`config.mk`:
```
export PLATFORM = sky130hd
export DESIGN_NAME = t_netlist_sched
export DESIGN_NICKNAME = d
export VERILOG_FILES = /design/src/rtl/t_netlist_sched.sv
export SDC_FILE = /design/constraint.sdc
export NUM_CORES = 1
export LEC_CHECK = 0
export ABC_CLOCK_PERIOD_IN_PS = 4600
export CAP_MARGIN = 20
export CORE_MARGIN = 2
export CORE_UTILIZATION = 35
export CTS_CLUSTER_DIAMETER = 200
export DETAILED_ROUTE_END_ITERATION = 6
export PLACE_DENSITY_LB_ADDON = 0.15
export SYNTH_ARGS = -nofsm -noshare
export SYNTH_HDL_FRONTEND = slang
export SYNTH_SLANG_ARGS = --single-unit
```
`constraint.sdc`:
```
create_clock -name fastclk -period 4.6 [get_ports fastclk]
set_clock_uncertainty 0.05 [all_clocks]
set_input_delay 0.46 -clock fastclk [delete_from_list [all_inputs] [get_ports fastclk]]
set_output_delay 0.46 -clock fastclk [all_outputs]
set_load 0.05 [all_outputs]
```
`src/rtl/t_netlist_sched.sv`:
```
// Round-robin scheduler sharing one +1 incrementer across 4 requesters; done arrives n+2 cycles after capture.
// Optional macro T_NETLIST_SCHED_CHECK_EN adds a shadow result check that blocks passed and stops on mismatch.
module t_netlist_sched #(
   parameter int WIDTH = 5,
   parameter int NREQ  = 4
) (
   input  logic                  fastclk,
   input  logic                  reset,
   input  logic [NREQ-1:0]       req,
   input  logic [NREQ*WIDTH-1:0] req_a,
   input  logic [NREQ*3-1:0]     req_n,
   output logic [NREQ-1:0]       gnt,
   output logic                  busy,
   output logic                  done,
   output logic [1:0]            done_id,
   output logic [WIDTH-1:0]      result,
   output logic                  passed
);

   typedef enum logic [1:0] {IDLE, STEP, DONE} state_t;

   state_t           state, state_nxt;
   logic [WIDTH-1:0] acc;
   logic [2:0]       cnt;
   logic [1:0]       id;
   logic [1:0]       ptr;
   logic [2:0]       done_cnt;
   logic             sel_vld;
   logic [1:0]       sel_id;
   logic [1:0]       rr_idx;
   logic [WIDTH-1:0] sel_a;
   logic [2:0]       sel_n;
   logic             check_ok;

   // Search starts one past the last grant so a waiting requester is never skipped twice.
   always_comb begin
      sel_vld = 1'b0;
      sel_id  = ptr;
      rr_idx  = ptr;
      for (int k = 1; k <= NREQ; k++) begin
         rr_idx = ptr + 2'(k);
         if (!sel_vld && req[rr_idx]) begin
            sel_vld = 1'b1;
            sel_id  = rr_idx;
         end
      end
   end

   assign sel_a = req_a[int'(sel_id)*WIDTH +: WIDTH];
   assign sel_n = req_n[int'(sel_id)*3 +: 3];
   assign busy  = (state != IDLE);

   always_comb begin
      state_nxt = state;
      case (state)
         IDLE:    if (sel_vld) state_nxt = STEP;
         STEP:    if (cnt == 3'd0) state_nxt = DONE;
         DONE:    state_nxt = IDLE;
         default: state_nxt = IDLE;
      endcase
   end

   always_ff @(posedge fastclk or posedge reset) begin
      if (reset) begin
         state    <= IDLE;
         acc      <= '0;
         cnt      <= '0;
         id       <= '0;
         ptr      <= 2'd3;
         gnt      <= '0;
         done     <= 1'b0;
         done_id  <= '0;
         result   <= '0;
         done_cnt <= '0;
         passed   <= 1'b0;
      end else begin
         state <= state_nxt;
         gnt   <= '0;
         done  <= 1'b0;
         case (state)
            IDLE: begin
               if (sel_vld) begin
                  acc         <= sel_a;
                  cnt         <= sel_n;
                  id          <= sel_id;
                  ptr         <= sel_id;
                  gnt[sel_id] <= 1'b1;
               end
            end
            STEP: begin
               if (cnt != 3'd0) begin
                  acc <= acc + 1'b1;
                  cnt <= cnt - 3'd1;
               end
            end
            DONE: begin
               done    <= 1'b1;
               result  <= acc;
               done_id <= id;
               if (done_cnt != 3'd6) done_cnt <= done_cnt + 3'd1;
               if (done_cnt == 3'd5 && check_ok) passed <= 1'b1;
            end
            default: ;
         endcase
      end
   end

`ifdef T_NETLIST_SCHED_CHECK_EN
   logic [WIDTH-1:0] expected;
   logic             err;

   assign check_ok = !err && (acc == expected);

   always_ff @(posedge fastclk or posedge reset) begin
      if (reset) begin
         expected <= '0;
         err      <= 1'b0;
      end else begin
         if (state == IDLE && sel_vld) expected <= sel_a + WIDTH'(sel_n);
         if (state == DONE && acc != expected) begin
            err <= 1'b1;
            $display("t_netlist_sched: mismatch");
            $stop;
         end
      end
   end
`else
   assign check_ok = 1'b1;
`endif

endmodule

```
## After elaboration in Yosys (flattened, before gate mapping)

Index checks and enable logic that the tools add are counted.

- Input bits: 38
- Word-level logic and storage cells: 81
- Flip-flop bits (word level): 30
- Output and inout bits: 14

- Muxes and demuxes: 30
- $mul: 2
- Reductions and logical operators: 17
- Magnitude comparators: 6
- Add/sub/neg operators: 6
- Eq/ne operators: 7
- Shift operators: 2

Operator list:

| kind | count |
|---|---|
| $shiftx 20x6->5 | 1 |
| $lt 2x3->1 const B | 5 |
| $mux 2 | 6 |
| $shiftx 12x5->3 | 1 |
| $mux 1 | 10 |
| $mux 5 | 2 |
| $pmux 5 s2 | 1 |
| $bmux 1 s2 | 4 |
| $mux 4 | 2 |
| $reduce_and 2->1 | 4 |
| $mux 3 | 2 |
| $ne 2x2->1 const B | 3 |
| $pmux 3 s2 | 1 |
| $add 5x1->5 const B | 1 |
| $mul 2x3->5 const B | 1 |
| $add 2x2->2 const B | 2 |
| $logic_and 1x1->1 | 4 |
| $mul 2x2->4 const B | 1 |
| $pmux 2 s2 | 1 |
| $reduce_bool 2->1 | 2 |
| $add 3x1->3 const B | 1 |
| $eq 3x3->1 const B | 1 |
| $logic_not 1->1 | 3 |
| $logic_not 3->1 | 1 |
| 10 further kinds | 10 |

## Logic depth before layout (Yosys ltp)

Gate-level depths: netlist of run 1.

- Depth after elaboration: 19
- Mapped depth: 9
- Gate-level depth less buffers: 9

## Worst setup path after synthesis of run 1

Ideal clock, no wire load.

- Path kind: register to register
- Start: reg ptr[1]
- End: reg acc[4]
- Clock period less this slack: 1.877 ns
- Path buffers: 2
- Required time: 4.473 ns
- Data arrival time: 1.749 ns
- Slack: 2.723 ns
- Library setup time: 0.077 ns
- Cell stages (with the launch flop): 8
- Cells stage by stage: dfstp_2 -> buf_6 -> mux2i_1 -> nor2_1 -> a211oi_4 -> buf_6 -> mux2_2 -> a21oi_1

- Cells in the longest elaborated chain, start to end: 17
- Elaborated cells between the ends (all ways): 31
- Those cells by class: add/sub: 3; mul: 1; eq/ne: 1; shift: 1; mux: 18; reduce/logical: 7

Ends and longest elaborated chain:

| element | line | RTL |
|---|---|---|
| from (decl) | 26 | `logic [1:0] ptr;` |
| from (signal assigned) | 86 | `ptr <= sel_id;` |
| $add 2x1->2 | 41 | `rr_idx = ptr + 2'(k);` |
| $bmux 1 s2 | 42 | `if (!sel_vld && req[rr_idx]) begin` |
| $mux 1 (not written as such) | 42 |  |
| $mux 1 | 42 |  |
| $logic_not 1->1 | 42 |  |
| $logic_and 1x1->1 | 42 |  |
| $mux 1 | 42 |  |
| $logic_not 1->1 | 42 |  |
| $logic_and 1x1->1 | 42 |  |
| $mux 1 | 42 |  |
| $logic_not 1->1 | 42 |  |
| $logic_and 1x1->1 | 42 |  |
| $mux 2 | 42 |  |
| $mul 2x3->5 | 49 | `assign sel_a = req_a[int'(sel_id)*WIDTH +: WIDTH];` |
| $shiftx 20x6->5 | 49 |  |
| $mux 5 | 82 | `if (sel_vld) begin` |
| $pmux 5 s2 | 80 | `case (state)` |
| to (signal assigned) | 83 | `acc <= sel_a;` |
| to (signal assigned) | 92 | `acc <= acc + 1'b1;` |
| to (decl) | 23 | `logic [WIDTH-1:0] acc;` |

Parallel ways exist; a longest one is shown, timed or not. The select of a mux whose other input is x is not followed.
A chain may end at the register's enable or synchronous reset.

## Worst setup path after layout of run 1

- Start: in req[3]
- End: reg acc[1]

- Cells in the longest elaborated chain, start to end: 16
- Elaborated cells between the ends (all ways): 28
- Those cells by class: mul: 1; eq/ne: 1; shift: 1; mux: 18; reduce/logical: 7

Ends and longest elaborated chain:

| element | line | RTL |
|---|---|---|
| from (decl) | 9 | `input logic [NREQ-1:0] req,` |
| $bmux 1 s2 | 42 |  |
| $mux 1 (not written as such) | 42 |  |
| $mux 1 | 42 |  |
| $logic_not 1->1 | 42 |  |
| $logic_and 1x1->1 | 42 |  |
| $mux 1 | 42 |  |
| $logic_not 1->1 | 42 |  |
| $logic_and 1x1->1 | 42 |  |
| $mux 1 | 42 |  |
| $logic_not 1->1 | 42 |  |
| $logic_and 1x1->1 | 42 |  |
| $mux 2 | 42 |  |
| $mul 2x3->5 | 49 |  |
| $shiftx 20x6->5 | 49 |  |
| $mux 5 | 82 |  |
| $pmux 5 s2 | 80 |  |

Parallel ways exist; a longest one is shown, timed or not. The select of a mux whose other input is x is not followed.

==> impl_results.html, run 1 <==
<table>
<tr><th>Metric</th><th>Value</th></tr>
<tr><th colspan="2">Synth</th></tr>
<tr><td>Flop and latch count out of synthesis</td><td>30</td></tr>
<tr><td>Mean cell area of the mapped netlist</td><td>about 11 sq um</td></tr>
<tr><td>Unique masters post-synth</td><td>40</td></tr>
<tr><td>Synth Cell Area</td><td>around 1700 sq um</td></tr>
<tr><td>Cell type with the largest total area after synthesis</td><td>dfrtp_1</td></tr>
<tr><td>Synth Net Count</td><td>slightly below 200</td></tr>
<tr><td>Sequential share of the synthesized area</td><td>about 44%</td></tr>
<tr><td>EDFF count, synth</td><td>0</td></tr>
<tr><td>Portion of synthesized cell area occupied by the leading cell type</td><td>41.4%</td></tr>
<tr><td>Yosys warnings</td><td>0</td></tr>
<tr><td>Mapped Cells</td><td>around 150</td></tr>
<tr><td>Top post-synthesis cells by area</td><td>dfrtp_1, mux2i_1, mux2_2</td></tr>
<tr><td>Top flip-flop cell by instance count after synthesis</td><td>dfrtp_1</td></tr>
<tr><td>Post-synth ARST share</td><td>100%</td></tr>
<tr><th colspan="2">Floorplan</th></tr>
<tr><td>Overall die width</td><td>roughly 74 um</td></tr>
<tr><td>Std cell rows</td><td>25</td></tr>
<tr><td>Die extent in y</td><td>between 70 and 80 um</td></tr>
<tr><td>Num ports</td><td>52</td></tr>
<tr><td>Die Outline Area</td><td>~5400 sq um</td></tr>
<tr><td>CORE AREA</td><td>~4700 sq um</td></tr>
<tr><td>Initial core utilization</td><td>36.1%</td></tr>
<tr><th colspan="2">Routing</th></tr>
<tr><td>DRT iter0 DRCs</td><td>62</td></tr>
<tr><td>DR DRC count</td><td>0</td></tr>
<tr><td>Antenna Violating Nets Remaining</td><td>0</td></tr>
<tr><td>Routed Wire Length</td><td>3400 um</td></tr>
<tr><td>Vias</td><td>about 1,300</td></tr>
<tr><td>WL per Instance</td><td>approximately 13 um</td></tr>
<tr><td>Number of search-and-repair iterations in the first detailed-routing pass</td><td>4</td></tr>
<tr><td>Via/cell ratio</td><td>approximately 5.0</td></tr>
<tr><th colspan="2">STA</th></tr>
<tr><td>Slew of the pin with the lowest slew margin</td><td>roughly 0.95 ns</td></tr>
<tr><td>Final min period</td><td>2.76 ns</td></tr>
<tr><td>Count of final hold-check violations</td><td>0</td></tr>
<tr><td>Setup TNS Final</td><td>0 ns</td></tr>
<tr><td>Ratio of final minimum period to clock period</td><td>roughly 60%</td></tr>
<tr><td>Fmax</td><td>about 360 MHz</td></tr>
<tr><td>Unrepaired setup endpoints after global routing</td><td>false</td></tr>
<tr><td>Max Transition Viols Final</td><td>0</td></tr>
<tr><td>Worst rel slew slack</td><td>~36%</td></tr>
<tr><td>Number of endpoints failing setup at the final stage</td><td>0</td></tr>
<tr><th colspan="2">Layout</th></tr>
<tr><td>Share of cells above drive strength 1</td><td>about 15%</td></tr>
<tr><td>Synthesis-to-finish area growth</td><td>37.3%</td></tr>
<tr><td>Finished Layout Cells</td><td>roughly 260</td></tr>
<tr><td>Final-stage net count</td><td>245</td></tr>
<tr><td>Diodes inserted</td><td>0</td></tr>
<tr><th colspan="2">Min path</th></tr>
<tr><td>Path type of the worst min-delay path</td><td>flip-flop to flip-flop</td></tr>
<tr><th colspan="2">Job</th></tr>
<tr><td>Max-capacitance violation count</td><td>0</td></tr>
<tr><th colspan="2">GRT</th></tr>
<tr><td>GRT Resource Usage Total</td><td>a little over an eighth</td></tr>
<tr><td>Aggregate global routing overflow</td><td>0</td></tr>
<tr><td>Initial antenna violation count</td><td>0</td></tr>
<tr><td>Maximum number of pins on one net before global-route repair</td><td>19</td></tr>
<tr><td>Wire length of the first global-routing pass</td><td>approximately 5700 um</td></tr>
<tr><td>Vias in the first global route</td><td>roughly 1,300</td></tr>
<tr><th colspan="2">Clock tree</th></tr>
<tr><td>Cell chosen for the clock root</td><td>clkbuf_8</td></tr>
<tr><td>Number of buffers inserted for hold repair after clock tree synthesis</td><td>0</td></tr>
<tr><td>CTS sink count</td><td>30</td></tr>
<tr><td>Clock Latency Late Sink</td><td>approximately 0.28 ns</td></tr>
<tr><td>Clock tree from TritonCTS</td><td>yes</td></tr>
<tr><td>Clock slew seen by the registers of the worst setup and hold paths</td><td>roughly 0.060 ns</td></tr>
<tr><td>Cts bufs inserted</td><td>5</td></tr>
<tr><td>Max clock buf depth</td><td>2</td></tr>
<tr><td>Total setup buffers inserted after CTS</td><td>0</td></tr>
<tr><td>Level count of the clock H-tree</td><td>2</td></tr>
<tr><td>CTS-repair resized insts</td><td>0</td></tr>
<tr><th colspan="2">Critical path</th></tr>
<tr><td>Nature of the critical path endpoint</td><td>flip-flop</td></tr>
<tr><td>Worst Path Required</td><td>around 4.7 ns</td></tr>
<tr><td>Critical Path AT</td><td>between 2 and 3 ns</td></tr>
<tr><td>Worst reg2reg startpoint</td><td>ptr[1]</td></tr>
<tr><td>Setup CP Type</td><td>input pin to flip-flop</td></tr>
<tr><td>Worst-path fanout max</td><td>12</td></tr>
<tr><td>Number of cells traversed by the worst register-to-register path</td><td>6</td></tr>
<tr><td>Capture point of the worst reg-to-reg path</td><td>acc[1]</td></tr>
<tr><td>Critical path launch point type</td><td>input pin</td></tr>
<tr><td>Register-to-Register Setup Slack</td><td>a little over 2 ns</td></tr>
<tr><td>Startpoint of the most critical setup path</td><td>req[3]</td></tr>
<tr><td>End point of the critical path</td><td>acc[1]</td></tr>
<tr><th colspan="2">Pwr</th></tr>
<tr><td>Final Total Pwr</td><td>1.64 mW</td></tr>
<tr><td>Total leakage power</td><td>1.05 nW</td></tr>
<tr><td>Total power per unit cell area</td><td>approximately 710 nW/um^2</td></tr>
<tr><td>IR Drop Worst-Case VDD</td><td>approximately 0.2 mV</td></tr>
<tr><th colspan="2">Status</th></tr>
<tr><td>Result of the run</td><td>finished clean</td></tr>
<tr><th colspan="2">Placement</th></tr>
<tr><td>Instance count after placement with tap cells included</td><td>about 250</td></tr>
<tr><td>Gpl congestion</td><td>around 0.7</td></tr>
<tr><td>Number of port buffers</td><td>a little over 50</td></tr>
<tr><td>Sum of net half-perimeters after detailed placement</td><td>2660 um</td></tr>
</table>
-- routing by layer --
metal  vias up  GRT usage (%)  wire length, um  part of all wire (%)
li1        645              -                -                     -
met1       593           16.8             1530                    45
met2        48           23.4             1650                    49
met3         4           2.61              172                   5.1
met4         0           5.45               46                   1.4
met5         -              0                0                     0
-- Yosys cell counts (3+ instances only) --
master     n
nor2_1     6
nor3_1     6
inv_1      8
a221o_1    5
mux2i_1   23
ha_1       6
buf_6      5
mux2_2     9
o21ai_0    3
nand2b_1   3
nand2_1    6
dfrtp_1   28
nor2b_1    3
a21oi_1    7
-- kinds of logic (layout without fill, tap and decap cells) --
| logic type | Yosys count | count (layout) | share of synthesized area [%] |
|---|---|---|---|
| muxes | 32 | 32 | 19.6 |
| xor gates and xnor gates | 1 | 1 | 0.517 |
| and+or+nand+nor | 36 | 36 | 11.4 |
| AOI/OAI and AO/OA | 27 | 27 | 13.1 |
| buffers and inverters | 17 | 70 | 6.43 |
| DFF | 30 | 30 | 44.5 |
| adders and majority gates | 6 | 6 | 4.43 |
-- worst max-delay path, stage by stage --
cell and delay (ns):
clkdlybuf4s50_1 0.59, nand3b_1 0.12, a31oi_2 0.70, buf_4 0.33, mux2i_1 0.20, mux2i_1 0.10, a221o_1 0.36
-- flip-flops by register name, summed over array words and instances (netlist names) --
name,count
cnt,3
ptr,2
id,2
acc,5
gnt,4
done_cnt,3
done,1
passed,1
result,5
state,2
done_id,2
-- power breakdown --
part           switching (mW)  internal (mW)  total [mW]  leakage, nW
Clock                  0.0921          0.120       0.212       0.0482
Combinational           0.532          0.409       0.941        0.631
Sequential             0.0922          0.396       0.489        0.367
Total                   0.716          0.926        1.64         1.05
-- final cells by class --
type | count | area (sq um)
clock buffer | 7 | 86.3
clock inverter | 1 | 5.00
fill | 438 | 2370
inverter | 9 | 36.3
multi-input combinational | 102 | 832
sequential | 30 | 753
tap | 54 | 67.6
timing repair buffer | 53 | 546
-- placed cells by master, fill, tap and decap left out, types with 2 or more instances in the layout --
cell type / synthesis / layout
nand3_1: 2 / 2
clkdlybuf4s50_1: 0 / 51
mux2i_1: 23 / 23
nor2_1: 6 / 6
nand2_1: 6 / 6
nand2b_1: 3 / 3
a21o_1: 2 / 2
dfstp_2: 2 / 2
ha_1: 6 / 6
o21a_1: 2 / 2
nor3_1: 6 / 6
nor2b_1: 3 / 3
o21ai_0: 3 / 3
and3_1: 2 / 2
clkbuf_8: 0 / 6
inv_1: 8 / 8
mux2_2: 9 / 9
a21oi_1: 7 / 7
a221o_1: 5 / 5
dfrtp_1: 28 / 28
-- through the flow --
stage          utilization (%)  setup WS, ns  hold WS [ns]  area, sq um
4_1_cts                   49.6          1.82         0.438         2330
2_1_floorplan                -          2.72         0.408         1690
5_1_grt                   49.6          1.64         0.453         2330
3_5_place_dp              47.6          1.54         0.423         2230
3_3_place_gp              47.0          1.65         0.405         2210
6_report                  49.6          1.84         0.428         2330
-- worst min-delay path by stage --
stage,from,end,slack (ns),cells after the start
after floorplan,id[0],id[0],0.41,1
after global placement,passed,passed,0.40,1
after detailed placement,passed,passed,0.42,1
after CTS,passed,passed,0.44,1
after global routing,passed,passed,0.45,1
final,passed,passed,0.43,1
Note: power is estimated with default switching activity, not from simulation.
==> run 2, diff against run 1 <==
- ABC_CLOCK_PERIOD_IN_PS: 4600 -> 2300
- clock period: 4.6 -> 2.3 ns (I/O delays scaled with it)
==> impl_results.html, run 2 (synthesis results as in run 1) <==
<table>
<tr><th>Metric</th><th>Value</th></tr>
<tr><th colspan="2">Status</th></tr>
<tr><td>Result of the run</td><td>finished clean</td></tr>
<tr><th colspan="2">Clock tree</th></tr>
<tr><td>Total setup buffers inserted after CTS</td><td>0</td></tr>
<tr><td>CTS sink count</td><td>30</td></tr>
<tr><td>CTS-repair resized insts</td><td>0</td></tr>
<tr><td>Max clock buf depth</td><td>2</td></tr>
<tr><td>Cts bufs inserted</td><td>5</td></tr>
<tr><td>Cell chosen for the clock root</td><td>clkbuf_8</td></tr>
<tr><td>Level count of the clock H-tree</td><td>2</td></tr>
<tr><td>Clock tree from TritonCTS</td><td>yes</td></tr>
<tr><td>Clock slew seen by the registers of the worst setup and hold paths</td><td>~0.060 ns</td></tr>
<tr><td>Number of buffers inserted for hold repair after clock tree synthesis</td><td>0</td></tr>
<tr><td>Clock Latency Late Sink</td><td>roughly 0.28 ns</td></tr>
<tr><th colspan="2">STA</th></tr>
<tr><td>Worst rel slew slack</td><td>between 50% and 60%</td></tr>
<tr><td>Max Transition Viols Final</td><td>0</td></tr>
<tr><td>Final min period</td><td>about 2.1 ns</td></tr>
<tr><td>Number of endpoints failing setup at the final stage</td><td>0</td></tr>
<tr><td>Slew of the pin with the lowest slew margin</td><td>0.625 ns</td></tr>
<tr><td>Fmax</td><td>~470 MHz</td></tr>
<tr><td>Setup TNS Final</td><td>0 ns</td></tr>
<tr><td>Ratio of final minimum period to clock period</td><td>between 90% and 100%</td></tr>
<tr><td>Unrepaired setup endpoints after global routing</td><td>false</td></tr>
<tr><td>Count of final hold-check violations</td><td>0</td></tr>
<tr><th colspan="2">Critical path</th></tr>
<tr><td>Critical path launch point type</td><td>flip-flop</td></tr>
<tr><td>Worst-path fanout max</td><td>15</td></tr>
<tr><td>Nature of the critical path endpoint</td><td>flip-flop</td></tr>
<tr><td>Worst Path Required</td><td>approximately 2.4 ns</td></tr>
<tr><td>Critical Path AT</td><td>between 2 and 2.5 ns</td></tr>
<tr><td>Setup CP Type</td><td>flip-flop to flip-flop</td></tr>
<tr><th colspan="2">Floorplan</th></tr>
<tr><td>Die extent in y</td><td>73.6 um</td></tr>
<tr><td>Die Outline Area</td><td>roughly 5400 sq um</td></tr>
<tr><td>CORE AREA</td><td>4690 sq um</td></tr>
<tr><td>Initial core utilization</td><td>36.1%</td></tr>
<tr><td>Std cell rows</td><td>25</td></tr>
<tr><td>Overall die width</td><td>between 70 and 80 um</td></tr>
<tr><td>Num ports</td><td>between 50 and 60</td></tr>
<tr><th colspan="2">GRT</th></tr>
<tr><td>Aggregate global routing overflow</td><td>0</td></tr>
<tr><td>Initial antenna violation count</td><td>0</td></tr>
<tr><td>Maximum number of pins on one net before global-route repair</td><td>31</td></tr>
<tr><td>Wire length of the first global-routing pass</td><td>approximately 5600 um</td></tr>
<tr><td>Vias in the first global route</td><td>roughly 1,300</td></tr>
<tr><td>GRT Resource Usage Total</td><td>a little over an eighth</td></tr>
<tr><th colspan="2">Min path</th></tr>
<tr><td>Path type of the worst min-delay path</td><td>input pin to asynchronous set/reset pin</td></tr>
<tr><th colspan="2">Layout</th></tr>
<tr><td>Combined area of the multi-input logic cells</td><td>832 sq um</td></tr>
<tr><td>Final non-filler cell area</td><td>around 2400 sq um</td></tr>
<tr><td>Diodes inserted</td><td>0</td></tr>
<tr><td>Fin util</td><td>50.8%</td></tr>
<tr><td>Most used cells in the layout excluding fill and tap cells</td><td>clkdlybuf4s50_1, dfrtp_1, mux2i_1</td></tr>
<tr><td>Area of all sequential standard cells</td><td>about 750 sq um</td></tr>
<tr><td>Final-stage net count</td><td>approximately 250</td></tr>
<tr><td>Share of cells above drive strength 1</td><td>approximately 17%</td></tr>
<tr><td>Synthesis-to-finish area growth</td><td>40.6%</td></tr>
<tr><td>Layout filler cell count</td><td>about 430</td></tr>
<tr><td>Most common cell after layout, fill and taps aside</td><td>clkdlybuf4s50_1</td></tr>
<tr><td>Largest registers</td><td>acc: 5 flops, result: 5 flops, gnt: 4 flops</td></tr>
<tr><th colspan="2">Placement</th></tr>
<tr><td>Gpl congestion</td><td>roughly 0.8</td></tr>
<tr><td>Sum of net half-perimeters after detailed placement</td><td>2630 um</td></tr>
<tr><td>Number of port buffers</td><td>51</td></tr>
<tr><td>Placed cell area</td><td>2270 sq um</td></tr>
<tr><th colspan="2">Routing</th></tr>
<tr><td>DRT iter0 DRCs</td><td>22</td></tr>
<tr><td>WL per Instance</td><td>about 13 um</td></tr>
<tr><td>Routed Wire Length</td><td>around 3400 um</td></tr>
<tr><td>Number of search-and-repair iterations in the first detailed-routing pass</td><td>4</td></tr>
<tr><td>Via/cell ratio</td><td>about 5.1</td></tr>
<tr><td>DR DRC count</td><td>0</td></tr>
<tr><td>Antenna Violating Nets Remaining</td><td>0</td></tr>
<tr><td>Vias</td><td>approximately 1,300</td></tr>
<tr><th colspan="2">Pwr</th></tr>
<tr><td>IR Drop Worst-Case VDD</td><td>roughly 0.42 mV</td></tr>
<tr><td>Total leakage power</td><td>about 1.1 nW</td></tr>
<tr><td>Total power per unit cell area</td><td>around 1500 nW/um^2</td></tr>
<tr><th colspan="2">Job</th></tr>
<tr><td>Max-capacitance violation count</td><td>0</td></tr>
</table>
==> run 2: cell count changes in the layout (fill, tap and decap cells not counted), sizes merged <==
cell and change:
buf +4, bufinv +1, clkbuf -1, clkinv -1
==> run 2: final timing paths <==
path	from	end	slack, ns	cells past startpoint
max	cnt[0]	id[0]	0.18	8
min	reset	passed	0.29	3
max reg2reg	cnt[0]	id[0]	0.18	8
min reg2reg	passed	passed	0.42	1
max in group asynchronous	reset	ptr[0]	1.59	3
min in group fastclk	passed	passed	0.42	1
==> run 2: worst max-delay path: stages (launching register included) <==
cell and delay [ns]:
dfrtp_1 0.38, inv_1 0.05, ha_1 0.19, ha_1 0.18
a21oi_1 0.23, o21ai_4 0.12, nor2_2 0.52, nand2_2 0.15
o21a_1 0.13
==> run 2: routing by layer <==
metal	up-vias	part of all wire [%]	track usage (%)
met5	-	0	0
li1	644	-	-
met1	609	44	16.3
met3	7	5.6	3.57
met2	51	48	22.5
met4	0	2.2	7.27
==> run 2: stage by stage <==
| step | hold WS, ns | total power, mW | setup slack (ns) | std cells |
|---|---|---|---|---|
| floorplan | 0.269 | 2.50 | 0.423 | 149 |
| CTS | 0.301 | 3.55 | 0.175 | 259 |
| detailed placement | 0.410 | 3.01 | 0.0673 | 252 |
| global placement | 0.405 | 2.94 | 0.121 | 252 |
| global route | 0.335 | 3.74 | 0.0415 | 259 |
| finish | 0.286 | 3.50 | 0.175 | 259 |
==> run 2: report_power, final <==
group	switching, mW	internal (mW)	total, mW
registers	0.187	0.793	0.979
logic	1.09	0.904	1.99
clock network	0.190	0.346	0.536
==> run 2: area by class of cell <==
class                      instances  area share (%)
sequential                        30            31.6
multi-input combinational        102            34.9
clock inverter                     1            1.26
timing repair buffer              57            24.4
inverter                           9            1.52
tap                               54            2.84
clock buffer                       6            3.47
